## src/rtl/pipe_ctrl_pkg.sv

```systemverilog
// Shared pipeline-control types: forwarding-select encoding and shadow stage entry.
package pipe_ctrl_pkg;

    // Widest register index the shadow entries can hold; narrower indices are zero-extended.
    localparam int unsigned RD_W_MAX = 8;

    typedef logic [RD_W_MAX-1:0] rd_t;

    typedef enum logic [1:0] {
        FWD_REGFILE = 2'b00,
        FWD_WB      = 2'b01,
        FWD_MEM     = 2'b10
    } fwd_sel_e;

    typedef struct packed {
        logic valid;
        rd_t  rd;
        logic regwrite;
        logic memread;
    } stage_t;

    // Register 0 is hardwired zero and never matches a producer.
    function automatic logic rd_match(rd_t src, rd_t dst);
        return (src != '0) && (src == dst);
    endfunction

endpackage

```

## src/rtl/forward_hazard_unit_fwd_sel_cmp.sv

```systemverilog
// One operand's forwarding comparator: next select plus load-use hit against the EX entry.
module fwd_sel_cmp
    import pipe_ctrl_pkg::*;
(
    input  rd_t      src,
    input  stage_t   ex,
    input  logic     mem_valid,
    input  rd_t      mem_rd,
    input  logic     mem_regwrite,
    output fwd_sel_e sel_next,
    output logic     load_hit
);

    // EX producer is the newest value, so it outranks the MEM producer.
    always_comb begin
        sel_next = FWD_REGFILE;
        if (ex.valid && ex.regwrite && rd_match(src, ex.rd)) begin
            sel_next = FWD_MEM;
        end else if (mem_valid && mem_regwrite && rd_match(src, mem_rd)) begin
            sel_next = FWD_WB;
        end
    end

    assign load_hit = ex.valid & ex.memread & ex.regwrite & rd_match(src, ex.rd);

endmodule

```

## src/rtl/forward_hazard_unit.sv

```systemverilog
// Forwarding-select and load-use hazard unit for the EX operand muxes.
// Define HAZARD_STATS_EN to add stall_cnt_o / fwd_cnt_o event counters.
module forward_hazard_unit
    import pipe_ctrl_pkg::*;
#(
    parameter int unsigned REG_ADDR_W = 5
`ifdef HAZARD_STATS_EN
    ,
    parameter int unsigned STAT_W     = 32
`endif
) (
    input  logic                  clk_i,
    input  logic                  rst_i,
    input  logic                  id_valid_i,
    input  logic [REG_ADDR_W-1:0] id_rs_i,
    input  logic [REG_ADDR_W-1:0] id_rt_i,
    input  logic [REG_ADDR_W-1:0] id_rd_i,
    input  logic                  id_regwrite_i,
    input  logic                  id_memread_i,
    input  logic                  flush_i,
    output logic [1:0]            fwd_a_sel_o,
    output logic [1:0]            fwd_b_sel_o,
    output logic                  stall_o,
    output logic                  pc_write_o,
    output logic                  ifid_write_o,
    output logic                  idex_bubble_o
`ifdef HAZARD_STATS_EN
    ,
    output logic [STAT_W-1:0]     stall_cnt_o,
    output logic [STAT_W-1:0]     fwd_cnt_o
`endif
);

    // WB producers are covered by the write-before-read register file, so no WB entry is kept.
    stage_t   ex_q;
    logic     mem_valid_q;
    rd_t      mem_rd_q;
    logic     mem_regwrite_q;
    fwd_sel_e sel_a_q, sel_b_q;
    fwd_sel_e sel_a_next, sel_b_next;
    logic     hit_a, hit_b;
    logic     haz;

    fwd_sel_cmp u_cmp_a (
        .src          (rd_t'(id_rs_i)),
        .ex           (ex_q),
        .mem_valid    (mem_valid_q),
        .mem_rd       (mem_rd_q),
        .mem_regwrite (mem_regwrite_q),
        .sel_next     (sel_a_next),
        .load_hit     (hit_a)
    );

    fwd_sel_cmp u_cmp_b (
        .src          (rd_t'(id_rt_i)),
        .ex           (ex_q),
        .mem_valid    (mem_valid_q),
        .mem_rd       (mem_rd_q),
        .mem_regwrite (mem_regwrite_q),
        .sel_next     (sel_b_next),
        .load_hit     (hit_b)
    );

    assign haz           = id_valid_i & (hit_a | hit_b);
    assign stall_o       = haz & ~flush_i;
    assign pc_write_o    = ~stall_o;
    assign ifid_write_o  = ~stall_o;
    assign idex_bubble_o = stall_o | flush_i;
    assign fwd_a_sel_o   = sel_a_q;
    assign fwd_b_sel_o   = sel_b_q;

    always_ff @(posedge clk_i or negedge rst_i) begin
        if (!rst_i) begin
            ex_q           <= '0;
            mem_valid_q    <= 1'b0;
            mem_rd_q       <= '0;
            mem_regwrite_q <= 1'b0;
            sel_a_q        <= FWD_REGFILE;
            sel_b_q        <= FWD_REGFILE;
        end else begin
            mem_valid_q    <= ex_q.valid;
            mem_rd_q       <= ex_q.rd;
            mem_regwrite_q <= ex_q.regwrite;
            if (idex_bubble_o) begin
                ex_q.valid <= 1'b0;
                sel_a_q    <= FWD_REGFILE;
                sel_b_q    <= FWD_REGFILE;
            end else begin
                ex_q.valid    <= id_valid_i;
                ex_q.rd       <= rd_t'(id_rd_i);
                ex_q.regwrite <= id_regwrite_i;
                ex_q.memread  <= id_memread_i;
                sel_a_q       <= sel_a_next;
                sel_b_q       <= sel_b_next;
            end
        end
    end

`ifdef HAZARD_STATS_EN
    logic fwd_inc;

    assign fwd_inc = ~idex_bubble_o &
                     ((sel_a_next != FWD_REGFILE) | (sel_b_next != FWD_REGFILE));

    always_ff @(posedge clk_i or negedge rst_i) begin
        if (!rst_i) begin
            stall_cnt_o <= '0;
            fwd_cnt_o   <= '0;
        end else begin
            if (stall_o) stall_cnt_o <= stall_cnt_o + STAT_W'(1);
            if (fwd_inc) fwd_cnt_o   <= fwd_cnt_o + STAT_W'(1);
        end
    end
`endif

endmodule

```

## config.mk

```make
export PLATFORM = sky130hd
export DESIGN_NAME = forward_hazard_unit
export DESIGN_NICKNAME = d
export VERILOG_FILES = /design/src/rtl/pipe_ctrl_pkg.sv /design/src/rtl/forward_hazard_unit_fwd_sel_cmp.sv /design/src/rtl/forward_hazard_unit.sv
export SDC_FILE = /design/constraint.sdc
export NUM_CORES = 1
export LEC_CHECK = 0
export ABC_AREA = 1
export BUFFER_PORTS_ARGS = -buffer_cell sky130_fd_sc_hd__buf_2
export CORE_MARGIN = 2
export CORE_UTILIZATION = 31
export CTS_BUF_LIST = sky130_fd_sc_hd__clkbuf_8
export DETAILED_ROUTE_END_ITERATION = 10
export PLACE_DENSITY = 0.54
export SYNTH_ARGS = -nofsm -noshare
export SYNTH_HDL_FRONTEND = slang
export SYNTH_SLANG_ARGS = --single-unit
export TNS_END_PERCENT = 100
```

## constraint.sdc

```tcl
create_clock -name clk_i -period 1.52 [get_ports clk_i]
set_input_delay 0.076 -clock clk_i [delete_from_list [all_inputs] [get_ports clk_i]]
set_output_delay 0.076 -clock clk_i [all_outputs]
set_load 0.005 [all_outputs]
```

==> impl_metrics.py, run 1 <==
metrics = {
    "outcome": {
        "status": "finished with violations",
        "violations": "setup timing",
    },
    "clocking": {
        "clkSinkCount": 19,
        "cts_made_buffers": 3,
        "clock_path_buffers": 2,
        "clk_pin_slew_ns": 0.07,
        "clock_latency_ns": 0.26,
        "htreeDepth": 1,
        "cts_tree": "done",
        "cts_root_buf": "clkbuf_8",
    },
    "job": {
        "maxCapViolCount": 0,
    },
    "power": {
        "leakagePower_nw": 0.729,
        "peakVddDrop_mv": 0.380,
        "power.total_w": 0.00115,
        "power.density_mw_per_mm2": 834,
    },
    "critical_path": {
        "critPathCaptureType": "output pin",
        "worstPathMaxFanout": 3,
        "worst_setup_path_start_kind": "flop",
        "critPathKind": "flop to output pin",
        "arrival_ns": 1.57,
        "rr_endpoint": "ex_q[5]",
        "ff2ff_path_depth": 10,
        "cp-startpoint": "ex_q[3]",
        "required_ns": 1.44,
        "r2r-start": "ex_q[3]",
        "rrSetupSlack_ns": -0.07,
        "endpoint": "ifid_write_o",
    },
    "logic_synthesis": {
        "netlist_area_mm2": 0.00101,
        "yosysTopAreaCell": "dfrtp_1",
        "synth_area_per_cell_um2": 8.31,
        "netlist_instances": 121,
        "synth-seq-cells": 19,
        "synth-edff-count": 0,
        "seq_area_frac_synth_pct": 47.3,
        "synthTopCellsByCount": "30 x nand2_1, 19 x dfrtp_1, 16 x nor2_1",
        "synthFlopType": "dfrtp_1",
        "yosysMostFrequentCell": "nand2_1",
        "synth_top_area_share_pct": 47.3,
        "synth_warnings": 0,
        "netlist_top_cells_area": "dfrtp_1 47%, nand2_1 11%, xnor2_1 6.1%",
        "synth_nets": 142,
        "synthArstFlopShare_pct": 100,
        "synth_cell_type_count": 20,
    },
    "final_layout": {
        "finish.utilization_pct": 44.6,
        "antennaDiodeCount": 0,
        "fin_cells": 209,
        "drive_above_1_share_pct": 37.0,
        "nets": 187,
        "syn_to_final_growth_pct": 36.6,
        "num-fill-cells": 339,
        "fin_area_mm2": 0.00137,
    },
    "place": {
        "dp.final_hpwl_mm": 1.66,
        "placedInstanceArea_mm2": 0.00118,
        "dpl.cell_count": 191,
        "dpl_worst_slack_ns": 0.0536,
        "routabilityCongestion": 0.804,
        "port_buffers": 28,
    },
    "die": {
        "initial_core_util_pct": 32.7,
        "rows": 20,
        "core_mm2": 0.00308,
        "ioPinCount": 29,
        "die_w_um": 61.0,
        "die_y_um": 61.0,
        "dieArea_mm2": 0.00372,
    },
    "routing": {
        "via_per_inst": 4.29,
        "drt-total-wl_mm": 2.26,
        "wl_per_cell_um": 10.8,
        "detail_route.first_pass.iterations": 4,
        "drc": 0,
        "drt-initial-drc-count": 57,
        "via_count": 897,
        "ant_nets": 0,
    },
    "timing": {
        "min_period_ns": 1.65,
        "max-slew-margin-rel_pct": 70.7,
        "slew_violations": 0,
        "worst_pin_slew_ns": 0.439,
        "finClkSkew_ns": 0.00247,
        "setup_ws_ns": -0.127,
        "hold_viol_final": 0,
        "fin_crit_sh_pct": 108,
        "fmax_mhz": 607,
        "rsz0062_at_grt": "yes",
        "setup_viol": 8,
    },
    "grt": {
        "grt_use_total_pct": 13.9,
        "grt.overflow.total": 0,
        "antenna_found_initial": 0,
        "grt_pass1_wl_mm": 3.74,
        "first_global_vias": 842,
        "grt_max_degree": 20,
    },
    "hold_path": {
        "hp-class": "input pin to flop",
        "hold_path_depth": 3,
    },
}
## logic make-up after synthesis
logic type	count (synthesis)	synth area share, %
and+or+nand+nor	74	34.0
xor gates and xnor gates	13	11.3
AOI/OAI and AO/OA	2	1.49
DFF	19	47.3
buffers and inverters	13	5.97
## registers in the layout, summed over array words and instances, names as in the netlist
signal and count:
ex_q 8, fwd_a_sel_o 2, fwd_b_sel_o 2, mem_rd_q 5, mem_regwrite_q 1, mem_valid_q 1
## repair_timing
item	CTS	global route
hold endpoints to repair	19	0
gates resized for setup	7	3
buffers inserted	5	8
endpoints found under the setup margin	4	10
hold buffers	1	0
pin swaps	3	3
gates cloned	0	0
## through the flow
stage	hold WS [ns]	setup TNS, ns
2_1_floorplan	-0.220	0
3_3_place_gp	0.0418	0
3_5_place_dp	0.0437	0
4_1_cts	0.0364	-0.554
5_1_grt	0.0643	-1.80
6_report	0.0419	-0.642
## layout make-up
class	instances	area (um^2)	area share, %
Sequential cell	19	477	34.7
Clock inverter	1	3.75	0.273
Clock buffer	3	41.3	3.01
Timing Repair Buffer	42	254	18.5
Tap cell	44	55.1	4.01
Inverter	11	41.3	3.01
Multi-Input combinational cell	89	502	36.5
## report_power, final
group	total [W]	internal, W	switching, W
Sequential	0.000567	0.000540	0.0000278
Combinational	0.000230	0.000113	0.000117
Clock	0.000348	0.000180	0.000169
## metal layers
layer | part of all wire (%) | vias up | global-route usage [%]
li1 | - | 464 | -
met1 | 46 | 399 | 17.8
met2 | 47 | 29 | 22.6
met3 | 5.9 | 5 | 4.05
met4 | 1.3 | 0 | 4.66
met5 | 0 | - | 0
## how the worst min path moves through the flow
stage	start	to	slack [ns]
floorplan	rst_i	ex_q[0]	-0.22
global placement	rst_i	mem_rd_q[4]	0.04
detailed placement	rst_i	mem_rd_q[4]	0.04
CTS	id_memread_i	ex_q[0]	0.04
global route	id_memread_i	ex_q[0]	0.06
finish	id_memread_i	ex_q[0]	0.04
## placed cells by master (no fill, tap or decap)
| cell | instances |
|---|---|
| a22o_1 | 1 |
| nor3b_1 | 1 |
| nand3_1 | 11 |
| nor2_1 | 12 |
| nand4_1 | 2 |
| inv_1 | 10 |
| dfrtp_1 | 18 |
| xnor2_2 | 1 |
| buf_4 | 13 |
| buf_6 | 1 |
| clkinv_1 | 1 |
| o22ai_1 | 1 |
| dlygate4sd3_1 | 1 |
| nor2_2 | 8 |
| nor3_1 | 3 |
| dfrtp_2 | 1 |
| or2_2 | 1 |
| xnor2_1 | 6 |
| buf_2 | 27 |
| nand2_2 | 2 |
| clkbuf_8 | 3 |
| inv_2 | 1 |
| nand2_4 | 1 |
| nor2_4 | 1 |
| nand2_1 | 30 |
| xor2_1 | 6 |
| or2_1 | 1 |
| nand2_8 | 1 |
## worst max-delay path: stages (launching register included)
cell and delay [ns]:
dfrtp_1 0.42, xnor2_1 0.16, nand2_1 0.08, nor2_2 0.11, nand2_1 0.09, nand2_2 0.08
nand2_4 0.08, nor2_4 0.13, inv_2 0.04, buf_2 0.11
Note: power is estimated with default switching activity, not from simulation.
==> inputs of run 2 (changes only) <==
ABC_AREA = unset   (was 1)
PLACE_DENSITY = 0.53   (was 0.54)
==> impl_metrics.py, run 2 <==
metrics = {
    "outcome": {
        "status": "finished with violations",
        "violations": "setup timing",
    },
    "timing": {
        "rsz0062_at_grt": "yes",
        "setup_viol": 10,
        "min_period_ns": 2.06,
        "fmax_mhz": 486,
        "hold_viol_final": 0,
        "max-slew-margin-rel_pct": 70.5,
        "slew_violations": 0,
        "finClkSkew_ns": 0.00200,
        "worst_pin_slew_ns": 0.443,
        "setup_ws_ns": -0.536,
        "fin_crit_sh_pct": 135,
        "tns_ns": -2.69,
    },
    "die": {
        "ioPinCount": 29,
        "core_mm2": 0.00363,
        "die_y_um": 65.4,
        "die_w_um": 65.4,
        "rows": 22,
        "initial_core_util_pct": 32.2,
        "dieArea_mm2": 0.00428,
    },
    "grt": {
        "grt_pass1_wl_mm": 5.09,
        "grt_max_degree": 20,
        "grt.overflow.total": 0,
        "grt_use_total_pct": 15.7,
        "first_global_vias": 1074,
        "antenna_found_initial": 0,
    },
    "critical_path": {
        "critPathKind": "flop to output pin",
        "worstPathCellList": "xor2_2, nor3_4, nand3b_4, and2_4, or4_4, buf_2",
        "worstPathMaxFanout": 3,
        "critPathCaptureType": "output pin",
        "arrival_ns": 1.98,
        "cpPeakStageDelay_ns": 0.48,
        "required_ns": 1.44,
        "worst_setup_path_start_kind": "flop",
        "worst_path_max_delay_cell": "or4_4",
        "ff2ff_path_depth": 6,
    },
    "final_layout": {
        "final_cell_mix": "28 x buf_2, 22 x buf_4, 17 x dfrtp_1, 16 x nand2_1, 9 x xor2_1",
        "top_register": "ex_q",
        "syn_to_final_growth_pct": 38.2,
        "drive_above_1_share_pct": 47.3,
        "top_regs": "ex_q (8), mem_rd_q (5)",
        "nets": 191,
        "antennaDiodeCount": 0,
        "fin_cells": 217,
        "largest_reg_flops": 8,
        "final_common_cell": "buf_2",
    },
    "logic_synthesis": {
        "synth_top_area_share_pct": 40.7,
        "netlist_area_mm2": 0.00117,
        "synth_cell_type_count": 28,
        "synth_warnings": 0,
        "seq_area_frac_synth_pct": 40.7,
        "synthArstFlopShare_pct": 100,
        "yosysMostFrequentCell": "dfrtp_1",
        "synthTopCellsByCount": "19 x dfrtp_1, 16 x nand2_1, 12 x xor2_1",
        "synth-edff-count": 0,
        "synthFlopType": "dfrtp_1",
        "yosysTopAreaCell": "dfrtp_1",
        "netlist_instances": 119,
        "synth-seq-cells": 19,
        "netlist_top_cells_area": "dfrtp_1 41%, xor2_1 9.0%, xnor2_1 6.0%",
        "synth_nets": 140,
        "synth_area_per_cell_um2": 9.82,
    },
    "routing": {
        "drc": 0,
        "via_per_inst": 4.78,
        "dr_wl_met2_mm": 1.37,
        "maxUsedRoutingLayer": "met4",
        "wirelength_met1_mm": 1.38,
        "drt-initial-drc-count": 31,
        "via_count": 1037,
        "detail_route.first_pass.iterations": 4,
        "wl_met3_um": 138,
        "wl_per_cell_um": 13.5,
        "ant_nets": 0,
        "drt-total-wl_mm": 2.93,
    },
    "power": {
        "switching_share_pct": 30.3,
        "power.density_mw_per_mm2": 810,
        "clock_power_share_pct": 26.6,
        "p_int_w": 0.000912,
        "peakVddDrop_mv": 0.310,
        "combPwrFrac_pct": 27.9,
        "seqPwrFrac_pct": 45.5,
        "netSwitchingPower_w": 0.000396,
        "leakagePower_nw": 0.767,
    },
    "place": {
        "port_buffers": 28,
        "dp.final_hpwl_mm": 2.38,
        "dpl.cell_count": 210,
        "routabilityCongestion": 0.807,
    },
    "clocking": {
        "clock_latency_ns": 0.25,
        "cts_root_buf": "clkbuf_8",
        "clock_path_buffers": 2,
        "clkSinkCount": 19,
        "clk_pin_slew_ns": 0.07,
        "cts_tree": "done",
        "cts_made_buffers": 3,
        "htreeDepth": 1,
    },
    "hold_path": {
        "hold_path_depth": 3,
        "hp-class": "input pin to flop",
    },
    "job": {
        "maxCapViolCount": 0,
    },
}
==> run 2: worst paths after layout <==
kind | start | end | slack [ns]
max in group asynchronous | rst_i | ex_q[5] | 0.89
min | id_memread_i | ex_q[0] | 0.04
min in group asynchronous | rst_i | mem_rd_q[2] | 0.30
min reg2reg | ex_q[10] | mem_valid_q | 0.40
max reg2reg | ex_q[5] | ex_q[4] | -0.17
max | ex_q[5] | ifid_write_o | -0.54
==> run 2: final cells by class <==
| type | instances | area [um^2] |
|---|---|---|
| fill | 379 | 2020 |
| multi-input combinational | 94 | 712 |
| sequential | 19 | 478 |
| timing repair buffer | 51 | 315 |
| tap | 48 | 60.1 |
| clock buffer | 3 | 41.3 |
| clock inverter | 1 | 5.00 |
| inverter | 1 | 3.75 |
==> run 2: critical path: cells and delay by family (launching register included) <==
kind / cells / cell delay [ns]
xor gates and xnor gates: 1 / 0.17
buffers and inverters: 1 / 0.14
DFF: 1 / 0.44
and+or+nand+nor: 4 / 0.98
==> run 2: logic make-up (layout without fill, tap and decap cells) <==
group | count (synthesis) | in the layout | share of synthesized area, %
AO/OA/AOI/OAI | 23 | 23 | 12.4
XOR/XNOR | 20 | 20 | 15.0
buffers and inverters | 6 | 56 | 2.89
flip-flops | 19 | 19 | 40.7
multiplexers | 2 | 2 | 1.71
AND/OR/NAND/NOR | 49 | 49 | 27.3
==> run 2: metrics by stage <==
stage          hold WS [ns]  total power [W]  setup WS, ns  utilization, %  cell area (um^2)
3_3_place_gp         0.0404         0.000942        -0.249            41.8              1520
2_1_floorplan        -0.220         0.000804        -0.294               -              1200
3_5_place_dp         0.0458         0.000951        -0.288            41.8              1520
4_1_cts              0.0412          0.00131        -0.551            43.6              1580
5_1_grt              0.0391          0.00139        -0.612            44.5              1620
6_report             0.0435          0.00131        -0.536            44.5              1620
==> run 2: repair_timing <==
item / in CTS / in global routing
setup endpoints to repair: 14 / 14
buffers inserted: 1 / 2
resized for setup: 3 / 8
hold buffers: 1 / 0
hold endpoints to repair: 19 / 0
pin swaps: 1 / 5
==> run 2: per-layer routing <==
| metal | GRT usage [%] | vias to the layer above |
|---|---|---|
| li1 | - | 511 |
| met3 | 2.74 | 4 |
| met5 | 0 | - |
| met1 | 21.6 | 494 |
| met2 | 24.6 | 28 |
| met4 | 6.25 | 0 |
==> run 2: power groups by stage <==
stage,logic [W],registers [W],clock network (W)
finish,0.000365,0.000595,0.000348
global route,0.000401,0.000602,0.000389
CTS,0.000356,0.000594,0.000360
detailed placement,0.000346,0.000604,0
global placement,0.000341,0.000602,0
floorplan,0.000205,0.000599,0
